$ cat src/rtl/alu_share_arbiter_if.sv
// alu_share_arbiter_if: requester, ALU and statistics signals of the shared-ALU arbiter
interface alu_share_arbiter_if #(
  parameter int CNT_W = 16
);
  logic req0, req1, ack0, ack1, zero, busy, alu_zero;
  logic [5:0] opcode0, func0, opcode1, func1, alu_opcode, alu_func;
  logic [31:0] a0, b0, a1, b1, result, alu_a, alu_b, alu_result;
  logic [CNT_W-1:0] gnt_cnt0, gnt_cnt1;
  modport master (
    output req0, opcode0, func0, a0, b0, req1, opcode1, func1, a1, b1, alu_result, alu_zero,
    input ack0, ack1, result, zero, busy, alu_opcode, alu_func, alu_a, alu_b, gnt_cnt0, gnt_cnt1
  );
  modport slave (
    input req0, opcode0, func0, a0, b0, req1, opcode1, func1, a1, b1, alu_result, alu_zero,
    output ack0, ack1, result, zero, busy, alu_opcode, alu_func, alu_a, alu_b, gnt_cnt0, gnt_cnt1
  );
endinterface

$ cat src/rtl/alu_share_arbiter.sv
// alu_share_arbiter: round-robin sharing of one combinational ALU between two requesters
module alu_share_arbiter #(
  parameter int CNT_W = 16
) (
  input logic clk,
  input logic rst,
  alu_share_arbiter_if.slave bus
);
  typedef enum logic [1:0] {IDLE, EXEC, DONE} state_t;
  state_t state;
  logic owner, last_grant, pick1;
  always_comb pick1 = bus.req1 & (~bus.req0 | ~last_grant);
  always_ff @(posedge clk) begin
    if (rst) begin
      state <= IDLE;
      owner <= 1'b0;
      last_grant <= 1'b1;
      bus.ack0 <= 1'b0;
      bus.ack1 <= 1'b0;
      bus.result <= '0;
      bus.zero <= 1'b0;
      bus.busy <= 1'b0;
      bus.alu_opcode <= '0;
      bus.alu_func <= '0;
      bus.alu_a <= '0;
      bus.alu_b <= '0;
      bus.gnt_cnt0 <= '0;
      bus.gnt_cnt1 <= '0;
    end else begin
      bus.ack0 <= 1'b0;
      bus.ack1 <= 1'b0;
      case (state)
        IDLE: if (bus.req0 | bus.req1) begin
          owner <= pick1;
          bus.alu_opcode <= pick1 ? bus.opcode1 : bus.opcode0;
          bus.alu_func <= pick1 ? bus.func1 : bus.func0;
          bus.alu_a <= pick1 ? bus.a1 : bus.a0;
          bus.alu_b <= pick1 ? bus.b1 : bus.b0;
          bus.busy <= 1'b1;
          state <= EXEC;
        end
        EXEC: begin
          bus.result <= bus.alu_result;
          bus.zero <= bus.alu_zero;
          bus.ack0 <= ~owner;
          bus.ack1 <= owner;
          state <= DONE;
        end
        default: begin
          last_grant <= owner;
          if (!owner && !(&bus.gnt_cnt0)) bus.gnt_cnt0 <= bus.gnt_cnt0 + CNT_W'(1);
          if (owner && !(&bus.gnt_cnt1)) bus.gnt_cnt1 <= bus.gnt_cnt1 + CNT_W'(1);
          bus.busy <= 1'b0;
          state <= IDLE;
        end
      endcase
    end
  end
endmodule

$ cat src/flat_wrapper.sv
// flat-port wrapper written by rule: the top's interface ports become plain ports
module alu_share_arbiter_flat 
#(
  parameter int CNT_W = 16
)
  (clk, rst, bus_req0, bus_opcode0, bus_func0, bus_a0, bus_b0, bus_req1, bus_opcode1, bus_func1, bus_a1, bus_b1, bus_alu_result, bus_alu_zero, bus_ack0, bus_ack1, bus_result, bus_zero, bus_busy, bus_alu_opcode, bus_alu_func, bus_alu_a, bus_alu_b, bus_gnt_cnt0, bus_gnt_cnt1);
  alu_share_arbiter_if #(.CNT_W(CNT_W)) bus_i ();
  input logic clk;
  input logic rst;
  input wire logic [$bits(bus_i.req0)-1:0] bus_req0;
  input wire logic [$bits(bus_i.opcode0)-1:0] bus_opcode0;
  input wire logic [$bits(bus_i.func0)-1:0] bus_func0;
  input wire logic [$bits(bus_i.a0)-1:0] bus_a0;
  input wire logic [$bits(bus_i.b0)-1:0] bus_b0;
  input wire logic [$bits(bus_i.req1)-1:0] bus_req1;
  input wire logic [$bits(bus_i.opcode1)-1:0] bus_opcode1;
  input wire logic [$bits(bus_i.func1)-1:0] bus_func1;
  input wire logic [$bits(bus_i.a1)-1:0] bus_a1;
  input wire logic [$bits(bus_i.b1)-1:0] bus_b1;
  input wire logic [$bits(bus_i.alu_result)-1:0] bus_alu_result;
  input wire logic [$bits(bus_i.alu_zero)-1:0] bus_alu_zero;
  output wire logic [$bits(bus_i.ack0)-1:0] bus_ack0;
  output wire logic [$bits(bus_i.ack1)-1:0] bus_ack1;
  output wire logic [$bits(bus_i.result)-1:0] bus_result;
  output wire logic [$bits(bus_i.zero)-1:0] bus_zero;
  output wire logic [$bits(bus_i.busy)-1:0] bus_busy;
  output wire logic [$bits(bus_i.alu_opcode)-1:0] bus_alu_opcode;
  output wire logic [$bits(bus_i.alu_func)-1:0] bus_alu_func;
  output wire logic [$bits(bus_i.alu_a)-1:0] bus_alu_a;
  output wire logic [$bits(bus_i.alu_b)-1:0] bus_alu_b;
  output wire logic [$bits(bus_i.gnt_cnt0)-1:0] bus_gnt_cnt0;
  output wire logic [$bits(bus_i.gnt_cnt1)-1:0] bus_gnt_cnt1;
  assign bus_i.req0 = bus_req0;
  assign bus_i.opcode0 = bus_opcode0;
  assign bus_i.func0 = bus_func0;
  assign bus_i.a0 = bus_a0;
  assign bus_i.b0 = bus_b0;
  assign bus_i.req1 = bus_req1;
  assign bus_i.opcode1 = bus_opcode1;
  assign bus_i.func1 = bus_func1;
  assign bus_i.a1 = bus_a1;
  assign bus_i.b1 = bus_b1;
  assign bus_i.alu_result = bus_alu_result;
  assign bus_i.alu_zero = bus_alu_zero;
  assign bus_ack0 = bus_i.ack0;
  assign bus_ack1 = bus_i.ack1;
  assign bus_result = bus_i.result;
  assign bus_zero = bus_i.zero;
  assign bus_busy = bus_i.busy;
  assign bus_alu_opcode = bus_i.alu_opcode;
  assign bus_alu_func = bus_i.alu_func;
  assign bus_alu_a = bus_i.alu_a;
  assign bus_alu_b = bus_i.alu_b;
  assign bus_gnt_cnt0 = bus_i.gnt_cnt0;
  assign bus_gnt_cnt1 = bus_i.gnt_cnt1;
  alu_share_arbiter #(.CNT_W(CNT_W)) u_core (.clk(clk), .rst(rst), .bus(bus_i));
endmodule
$ cat config.mk
export PLATFORM = sky130hd
export DESIGN_NAME = alu_share_arbiter_flat
export DESIGN_NICKNAME = d
export VERILOG_FILES = /design/src/rtl/alu_share_arbiter_if.sv /design/src/rtl/alu_share_arbiter.sv /design/src/flat_wrapper.sv
export SDC_FILE = /design/constraint.sdc
export NUM_CORES = 1
export LEC_CHECK = 0
export ABC_AREA = 1
export CORE_MARGIN = 2
export CORE_UTILIZATION = 37
export CTS_BUF_LIST = sky130_fd_sc_hd__clkbuf_2 sky130_fd_sc_hd__clkbuf_4 sky130_fd_sc_hd__clkbuf_8
export DETAILED_ROUTE_END_ITERATION = 12
export PLACE_DENSITY = 0.88
export SETUP_SLACK_MARGIN = 0.02
export SKIP_LAST_GASP = 1
export SLEW_MARGIN = 25
export SYNTH_ARGS = -nofsm -noshare
export SYNTH_HDL_FRONTEND = slang
export SYNTH_SLANG_ARGS = --single-unit
export TNS_END_PERCENT = 100
$ cat constraint.sdc
create_clock -name clk -period 1.5 [get_ports clk]
set_clock_uncertainty 0.05 [all_clocks]
set_input_delay 0.3 -clock clk [delete_from_list [all_inputs] [get_ports clk]]
set_output_delay 0.3 -clock clk [all_outputs]
set_load 0.1 [all_outputs]
==> results.json <==
{
  "status": "complete, but fails checks",
  "violations": "negative setup slack",
  "ios": 333,
  "period_needed_ns": 1.70,
  "syn-num-nets": 1100,
  "rsz0062_at_grt": "true",
  "first_pass_iters": 8,
  "required_ns": 1.83,
  "grt_util_all_layers": 0.272,
  "cts.reportedPaths.clkPinSlew_ns": 0.09,
  "htree_levels": 4,
  "ys_ff_latch": 148,
  "total_power_mw": 13.8,
  "hold_violations": 0,
  "fin_setup_tns_ns": -2.57,
  "avgSynthCellArea_um2": 7.05,
  "cts.sinks": 148,
  "grt_overflow": 0,
  "start_kind": "register",
  "tightestPinTransition_ns": 0.602,
  "vias": 8252,
  "cp.arrival_ns": 2.04,
  "tritoncts": "done",
  "powerDensity_nw_per_um2": 1060,
  "slew_violations": 0,
  "die_y_um": 136,
  "diodes": 0,
  "row_count": 48,
  "grt_pass1_vias": 7880,
  "viasPerCell": 5.43,
  "totalWireLength_um": 29100,
  "layout.nets": 1474,
  "crit_chain": "ha_4 -> nand2_4 -> buf_4 -> nor4_1 -> nand2_2 -> nand2_2 -> inv_1 -> nor2_1",
  "place_congestion": 0.826,
  "wl_per_cell_um": 19.1,
  "holdWs_ns": 0.353,
  "drc": 0,
  "timing.final.crit_share": 1.13,
  "critical_path.most_common_cell": "nand2_2",
  "syn2layout_area_growth_pct": 104,
  "grt_pass1_wl_um": 39600,
  "ys_seq_area_frac": 0.462,
  "end_kind": "register",
  "setup_viol": 33,
  "synth_cell_types": 27,
  "maxCapViolations": 0,
  "clockBufferDepth": 2,
  "cp_slowest_stage_delay_ns": 0.52,
  "cp_slowest_cell": "nor4_1",
  "synthCells": 909,
  "crit_type": "reg2reg",
  "fmax_mhz": 587,
  "drt_iter0_drc": 887,
  "cts_buffers": 17,
  "min_path_type": "in2reg",
  "clk_latency_ns": 0.46,
  "dp_hpwl_um": 18000,
  "dieArea_um2": 18400,
  "die_x_um": 136,
  "cp_max_fo": 2,
  "cts_root_buffer": "clkbuf_8",
  "start_util": 0.374,
  "leakagePower_nw": 5.42,
  "final_layout_size_suffix_gt1_frac": 0.302,
  "core_area_um2": 17100,
  "grt_max_degree": 69,
  "io_buffer_count": 332,
  "antenna_found_initial": 0,
  "fin_ws_ns": -0.202,
  "max-slew-margin-rel": 0.595,
  "syn_area_um2": 6410,
  "ys.warnings.count": 0,
  "ir_drop_mv": 0.702,
  "ant_nets": 0
}
## final timing paths
kind | endpoint | slack [ns] | startpoint | depth (start not counted)
max reg2reg | u_core.bus.gnt_cnt0[6]$_SDFFE_PP0P_ | -0.20 | u_core.bus.gnt_cnt0[1]$_SDFFE_PP0P_ | 8
min | u_core.bus.alu_b[22]$_SDFFE_PP0P_ | 0.35 | bus_b0[22] | 3
min reg2reg | u_core.bus.gnt_cnt1[5]$_SDFFE_PP0P_ | 0.49 | u_core.bus.gnt_cnt1[5]$_SDFFE_PP0P_ | 2
max | u_core.bus.gnt_cnt0[6]$_SDFFE_PP0P_ | -0.20 | u_core.bus.gnt_cnt0[1]$_SDFFE_PP0P_ | 8
## what timing repair did
action | in CTS | in global routing
pin swaps | 11 | 27
buffers inserted | 9 | 29
gates resized for setup | 33 | 96
setup endpoints to repair | 42 | 87
hold buffers | 0 | 0
endpoints found under the hold margin | 0 | 0
gates cloned | 2 | 6
## state kept, by name, summed over array words and instances (netlist names)
name                   count
u_core.bus.ack0            1
u_core.bus.ack1            1
u_core.bus.alu_a          32
u_core.bus.alu_b          32
u_core.bus.alu_func        6
u_core.bus.alu_opcode      6
u_core.bus.busy            1
u_core.bus.gnt_cnt0       16
u_core.bus.gnt_cnt1       16
u_core.bus.result         32
u_core.bus.zero            1
u_core.last_grant          1
u_core.owner               1
u_core.state               2
## synth_stat cells
master    number  share of area
inv_1         43          0.025
nor2b_1        1        0.00098
nand2_1      260           0.15
a21oi_1       19          0.015
nand3_2        5         0.0078
inv_2          3         0.0018
buf_6          2         0.0035
nand4_1        6         0.0059
ha_1           2         0.0039
nor4_1         1        0.00098
nor2_2         3         0.0029
buf_4         11          0.013
nor3_1         5         0.0039
o21ai_1       18          0.014
a31oi_1       76          0.074
nor2_4         1         0.0018
clkbuf_1      32          0.019
a21oi_2        1         0.0014
nor2_1       129          0.076
dfxtp_1      148           0.46
clkinv_1       1        0.00059
nand3_1       24          0.019
nand2_2        1        0.00098
xor2_1         3         0.0041
xnor2_1        3         0.0041
buf_2         16          0.012
o21ai_0       95          0.074
## where the power goes
group,total [mW],switching [mW],internal [mW]
logic,5.63,3.46,2.16
registers,4.60,0.373,4.23
clock network,3.58,1.63,1.95
total,13.8,5.46,8.35
## worst max-delay path: cells and delay by family, from the launching register on
kind | cells | cell delay [ns]
adder cells (fa/ha/maj) | 1 | 0.15
buffers and inverters | 2 | 0.19
flip-flops | 1 | 0.37
AND/OR/NAND/NOR | 5 | 0.89
## cell families after synthesis
| group | count (synthesis) | share of synthesized area |
|---|---|---|
| buffers and inverters | 108 | 0.0752 |
| adder cells (fa/ha/maj) | 2 | 0.00390 |
| AND/OR/NAND/NOR | 436 | 0.272 |
| flip-flops | 148 | 0.462 |
| AO/OA/AOI/OAI | 209 | 0.179 |
| XOR/XNOR | 6 | 0.00820 |
## routing by layer
metal  GRT usage  wire length (um)  part of all wire
met5           0                 0                 0
met4       0.131              1640             0.056
met3      0.0928              2550             0.087
met2       0.485             15200              0.52
met1       0.287              9740              0.33
## stage by stage
step	worst slack, ns	instance area, um2	instances	util
floorplan	-0.219	6600	909	-
global placement	-0.227	11800	1444	0.686
detailed placement	-0.284	11800	1444	0.686
CTS	-0.00993	12400	1486	0.727
global route	-0.232	13100	1521	0.763
finish	-0.202	13100	1521	0.763
## layout make-up
class	count	area, um2
Inverter	47	178
Timing Repair Buffer	416	5740
Clock buffer	21	277
Multi-Input combinational cell	653	3330
Fill cell	985	4050
Sequential cell	148	3080
Clock inverter	11	174
Tap cell	225	282
## layout by cell type, fill, tap and decap left out, drive strengths merged, types with 6 or more instances in the layout
master / synthesis / layout
nand3: 29 / 29
nand4: 6 / 6
a31oi: 76 / 76
o21ai: 113 / 113
a21oi: 20 / 20
clkbuf: 32 / 27
nand2: 261 / 261
dfxtp: 148 / 148
clkdlybuf4s50: 0 / 188
nor2: 133 / 133
inv: 46 / 48
buf: 29 / 222
Power figures use the tool's default switching activity.
